**src/rtl/lsu.sv**
```systemverilog
// Multi-cycle load/store unit: one aligned data-memory access per request over a
// valid/ready port, with byte-lane steering for stores and extension for loads.
module lsu #(
  parameter int ADDR_W = 32
) (
  input  logic              clk,
  input  logic              rst,
  input  logic              i_req_valid,
  output logic              o_req_ready,
  input  logic              i_req_wen,
  input  logic [ADDR_W-1:0] i_req_addr,
  input  logic [31:0]       i_req_wdata,
  input  logic [1:0]        i_req_size,
  input  logic              i_req_unsigned,
  output logic              o_resp_valid,
  output logic [31:0]       o_resp_rdata,
  output logic              o_resp_err,
  output logic              o_mem_valid,
  input  logic              i_mem_ready,
  output logic              o_mem_wen,
  output logic [ADDR_W-1:0] o_mem_addr,
  output logic [31:0]       o_mem_wdata,
  output logic [3:0]        o_mem_wmask,
  input  logic              i_mem_rvalid,
  input  logic [31:0]       i_mem_rdata
);

  typedef enum logic [1:0] {
    S_IDLE,
    S_REQ,
    S_WAIT,
    S_RESP
  } state_t;

  localparam logic [1:0] SZ_BYTE = 2'b00;
  localparam logic [1:0] SZ_HALF = 2'b01;
  localparam logic [1:0] SZ_WORD = 2'b10;

  state_t              r_state;
  state_t              w_next;
  logic                r_wen;
  logic [ADDR_W-1:0]   r_addr;
  logic [1:0]          r_size;
  logic                r_unsigned;
  logic [31:0]         r_wdata;
  logic [3:0]          r_wmask;
  logic [31:0]         r_resp_rdata;
  logic                r_resp_err;

  logic                w_accept;
  logic                w_misaligned;
  logic [31:0]         w_lane_wdata;
  logic [3:0]          w_lane_wmask;
  logic [31:0]         w_rshift;
  logic [31:0]         w_load_ext;

  assign w_accept = i_req_valid && (r_state == S_IDLE);

  // Illegal size is folded into the alignment error so it never reaches memory.
  always_comb begin
    unique case (i_req_size)
      SZ_BYTE: w_misaligned = 1'b0;
      SZ_HALF: w_misaligned = i_req_addr[0];
      SZ_WORD: w_misaligned = (i_req_addr[1:0] != 2'b00);
      default: w_misaligned = 1'b1;
    endcase
  end

  // NOTE: every always_comb output gets a default first so no path can infer a latch.
  always_comb begin
    w_lane_wdata = i_req_wdata;
    w_lane_wmask = 4'b1111;
    case (i_req_size)
      SZ_BYTE: begin
        w_lane_wdata = {24'b0, i_req_wdata[7:0]} << {i_req_addr[1:0], 3'b000};
        w_lane_wmask = 4'b0001 << i_req_addr[1:0];
      end
      SZ_HALF: begin
        w_lane_wdata = {16'b0, i_req_wdata[15:0]} << {i_req_addr[1:0], 3'b000};
        w_lane_wmask = 4'b0011 << i_req_addr[1:0];
      end
      default: ;
    endcase
  end

  assign w_rshift = i_mem_rdata >> {r_addr[1:0], 3'b000};

  always_comb begin
    w_load_ext = i_mem_rdata;
    case (r_size)
      SZ_BYTE: w_load_ext = r_unsigned ? {24'b0, w_rshift[7:0]}
                                       : {{24{w_rshift[7]}}, w_rshift[7:0]};
      SZ_HALF: w_load_ext = r_unsigned ? {16'b0, w_rshift[15:0]}
                                       : {{16{w_rshift[15]}}, w_rshift[15:0]};
      default: ;
    endcase
  end

  // NOTE: reset is synchronous here; rst is only looked at on the clock edge.
  always_ff @(posedge clk) begin
    if (rst) r_state <= S_IDLE;
    else     r_state <= w_next;
  end

  always_comb begin
    w_next = r_state;
    case (r_state)
      S_IDLE: if (w_accept) w_next = w_misaligned ? S_RESP : S_REQ;
      S_REQ:  if (i_mem_ready) w_next = S_WAIT;
      S_WAIT: if (i_mem_rvalid) w_next = S_RESP;
      S_RESP: w_next = S_IDLE;
      default: w_next = S_IDLE;
    endcase
  end

  // NOTE: sequential state uses non-blocking assignments so all registers update together.
  always_ff @(posedge clk) begin
    if (rst) begin
      r_wen        <= 1'b0;
      r_addr       <= '0;
      r_size       <= 2'b00;
      r_unsigned   <= 1'b0;
      r_wdata      <= '0;
      r_wmask      <= 4'b0000;
      r_resp_rdata <= '0;
      r_resp_err   <= 1'b0;
    end else begin
      if (w_accept) begin
        r_wen      <= i_req_wen && !w_misaligned;
        r_addr     <= i_req_addr;
        r_size     <= i_req_size;
        r_unsigned <= i_req_unsigned;
        r_wdata    <= w_lane_wdata;
        r_wmask    <= (i_req_wen && !w_misaligned) ? w_lane_wmask : 4'b0000;
        if (w_misaligned) begin
          r_resp_err   <= 1'b1;
          r_resp_rdata <= '0;
        end
      end
      if ((r_state == S_WAIT) && i_mem_rvalid) begin
        r_resp_err   <= 1'b0;
        r_resp_rdata <= r_wen ? 32'b0 : w_load_ext;
      end
    end
  end

  assign o_req_ready  = (r_state == S_IDLE);
  assign o_resp_valid = (r_state == S_RESP);
  assign o_resp_rdata = r_resp_rdata;
  assign o_resp_err   = r_resp_err;
  assign o_mem_valid  = (r_state == S_REQ);
  assign o_mem_wen    = r_wen;
  assign o_mem_addr   = {r_addr[ADDR_W-1:2], 2'b00};
  assign o_mem_wdata  = r_wdata;
  assign o_mem_wmask  = r_wmask;

endmodule
```
**config.mk**
```make
export PLATFORM = sky130hd
export DESIGN_NAME = lsu
export DESIGN_NICKNAME = d
export VERILOG_FILES = /design/src/rtl/lsu.sv
export SDC_FILE = /design/constraint.sdc
export NUM_CORES = 1
export LEC_CHECK = 0
export BUFFER_PORTS_ARGS = -buffer_cell sky130_fd_sc_hd__clkbuf_2
export CAP_MARGIN = 30
export CELL_PAD_IN_SITES_DETAIL_PLACEMENT = 0
export CELL_PAD_IN_SITES_GLOBAL_PLACEMENT = 1
export CORE_MARGIN = 5
export CORE_UTILIZATION = 34
export DETAILED_ROUTE_END_ITERATION = 8
export GPL_TIMING_DRIVEN = 1
export PLACE_DENSITY = 0.82
export SYNTH_ARGS = -nofsm -noshare
export SYNTH_HDL_FRONTEND = slang
export SYNTH_SLANG_ARGS = --single-unit
export TNS_END_PERCENT = 50
```
**constraint.sdc**
```tcl
create_clock -name clk -period 2.7 [get_ports clk]
set_input_delay 0.135 -clock clk [delete_from_list [all_inputs] [get_ports clk]]
set_output_delay 0.135 -clock clk [all_outputs]
set_load 0.1 [all_outputs]
```
==> results.json <==
{
  "status": "completed",
  "yosysMostFrequentCell": "dfxtp_1",
  "post-place-ws_ns": 0.417,
  "vdd.ir_drop.worst_mv": 0.601,
  "nets": 880,
  "path_max_fanout": 23,
  "finalCritPeriodShare": 0.852,
  "cts_tree": "built",
  "cp_slowest_cell": "and2_1",
  "setup_ws_ns": 0.399,
  "num_antenna_cells": 0,
  "synth_top_area_frac": 0.424,
  "post_drt_wl_per_cell_um": 15.9,
  "synth_top_cell_by_area": "dfxtp_1",
  "wl_um": 15300,
  "fp.dieW_um": 132,
  "grt_overflow": 0,
  "hp-class": "in2reg",
  "fmax_mhz": 435,
  "cellPowerDensity_mw_per_mm2": 1070,
  "clk-insertion-delay-late_ns": 0.36,
  "ys_types": 47,
  "grt_antenna_before_repair": 0,
  "synth_area_mm2": 0.00506,
  "ys_ff_latch": 107,
  "ant_nets": 0,
  "yosys_warnings": 0,
  "grt_max_degree": 81,
  "maxSlewHeadroom": 0.461,
  "critPathTopFamily": "simple AND/OR/NAND/NOR gates",
  "hold_buffers": 22,
  "cts_buffers": 9,
  "floorplan.rows": 44,
  "die_y_um": 132,
  "areaGrowthSynthToFinish_pct": 28.9,
  "globalplace.congestion": 0.808,
  "synth_area_leaders": "dfxtp_1 42%, a21oi_1 7.2%, nand2_1 6.9%, a221o_1 4.9%, buf_4 4.8%",
  "grt_pass1_wl_um": 25000,
  "synth_flop_cell": "dfxtp_1",
  "cts_setup_buffers": 0,
  "io-pin-count": 210,
  "syn_inst": 600,
  "crit_required_ns": 2.94,
  "clkSinkCount": 107,
  "worstPathCellList": "inv_1 -> ha_1 -> and4bb_2 -> and2_1 -> a22o_1 -> a211o_1",
  "grt_pass1_vias": 4912,
  "drive_gt1_frac": 0.313,
  "htree_num_levels": 3,
  "drc": 0,
  "setup_tns_ns": 0,
  "coreArea_mm2": 0.0145,
  "clk_pin_slew_worst_paths_ns": 0.07,
  "final-setup-viol-count": 0,
  "synth_top_cells_by_count": "107 x dfxtp_1, 93 x nand2_1, 73 x a21oi_1",
  "cp.arrival_ns": 2.54,
  "postSynthAreaPerCell_um2": 8.43,
  "critPathMaxStageDelay_ns": 0.43,
  "dieArea_mm2": 0.0174,
  "port_buffers": 207,
  "tightest_slew_ns": 0.808,
  "start_util": 0.348,
  "cap_violations": 0,
  "finClkSkew_ns": 0.0115,
  "endpoint_kind": "register",
  "ys_async_sr_fraction": 0,
  "first_iter_violations": 304,
  "dr.pass1.iters": 5,
  "hpwlAfterDp_um": 11400,
  "final.min_clock_period_ns": 2.30,
  "rsz0062_at_grt": "no",
  "finalCoreUtilization": 0.448,
  "drv_slew": 0,
  "vias": 5020,
  "final_hold_viol_count": 0,
  "critical_path_class": "reg2reg",
  "clockBufferDepth": 2,
  "worst-path-buf-inv": 1,
  "leakage_nw": 2.90,
  "cts_root_buffer": "clkbuf_16",
  "synth_edf_count": 0,
  "yosysSeqAreaShare": 0.424,
  "startpoint_type": "register",
  "cts_resized": 0,
  "via_per_inst": 5.24,
  "track_usage": 0.171
}
[tightest hold or removal path, cell delays in order]
cell and delay, ns:
clkbuf_2 0.08, nand2_1 0.05, a21oi_1 0.05
[per-stage QoR]
stage	std cells	area, um2	hold WS (ns)	total power [mW]
detailed placement	921	5970	0.364	5.55
global placement	921	5970	0.358	5.49
CTS	958	6520	0.000919	7.02
global route	958	6520	0.00547	7.28
floorplan	601	5060	0.234	5.04
finish	958	6520	0.00690	6.96
[metal layers]
metal | GRT usage | part of all wire | up-vias
met5 | 0 | 0 | -
met4 | 0.0629 | 0.017 | 0
met3 | 0.0565 | 0.096 | 18
met2 | 0.274 | 0.47 | 211
met1 | 0.216 | 0.42 | 2346
li1 | - | - | 2445
[registers in the layout, indices dropped and copies added (netlist names)]
register and cells:
r_size 2, o_resp_rdata 32, o_mem_wen 1, o_mem_wdata 32, r_addr 32, o_mem_wmask 4, r_unsigned 1, o_resp_err 1
r_state 2
[kinds of logic (layout without fill, tap and decap cells)]
kind of cell	count (synthesis)	count (layout)	synth area share
muxes	11	11	0.0245
other	1	2	0.000742
AOI/OAI and AO/OA	182	182	0.251
DFF	107	107	0.424
adders and majority gates	5	5	0.0124
and+or+nand+nor	196	196	0.187
buffers and inverters	97	270	0.0995
xor gates and xnor gates	1	1	0.00173
[layout by cell type, fill, tap and decap left out, types with 2 or more instances in the layout]
cell type	count
nand3b_1	17
inv_1	16
a221o_1	25
clkbuf_2	207
buf_4	10
conb_1	2
nor2_1	42
nand2_1	92
a211oi_1	18
nand2b_1	10
a21oi_1	73
bufinv_16	2
a22oi_1	17
o2bb2ai_1	15
ha_1	5
nand4_1	2
mux2i_1	9
clkbuf_16	9
a211o_1	7
dlygate4sd3_1	22
nor2b_1	5
o21ai_0	10
a22o_1	7
dfxtp_1	107
clkbuf_8	2
nor3_1	17
[path summary, 6_finish.rpt]
kind	from	slack [ns]	endpoint	cells past startpoint
setup / recovery	r_state[0]	0.40	o_resp_rdata[14]	6
hold reg to reg	r_addr[4]	0.46	r_addr[4]	2
setup reg to reg	r_state[0]	0.40	o_resp_rdata[14]	6
hold / removal	i_req_addr[17]	0.007	r_addr[17]	3
[where the power goes]
| group | switching, mW | internal, mW |
|---|---|---|
| Combinational | 2.85 | 0.629 |
| Clock | 0.567 | 0.858 |
| Sequential | 0.192 | 1.87 |
| Total | 3.60 | 3.35 |
[layout make-up]
type | instances | area [um2]
tap | 184 | 230
fill | 1474 | 8020
sequential | 107 | 2140
clock buffer | 11 | 253
inverter | 16 | 60.1
clock inverter | 4 | 73.8
multi-input combinational | 397 | 2430
timing repair buffer | 239 | 1330
(Power assumes the default switching activity.)
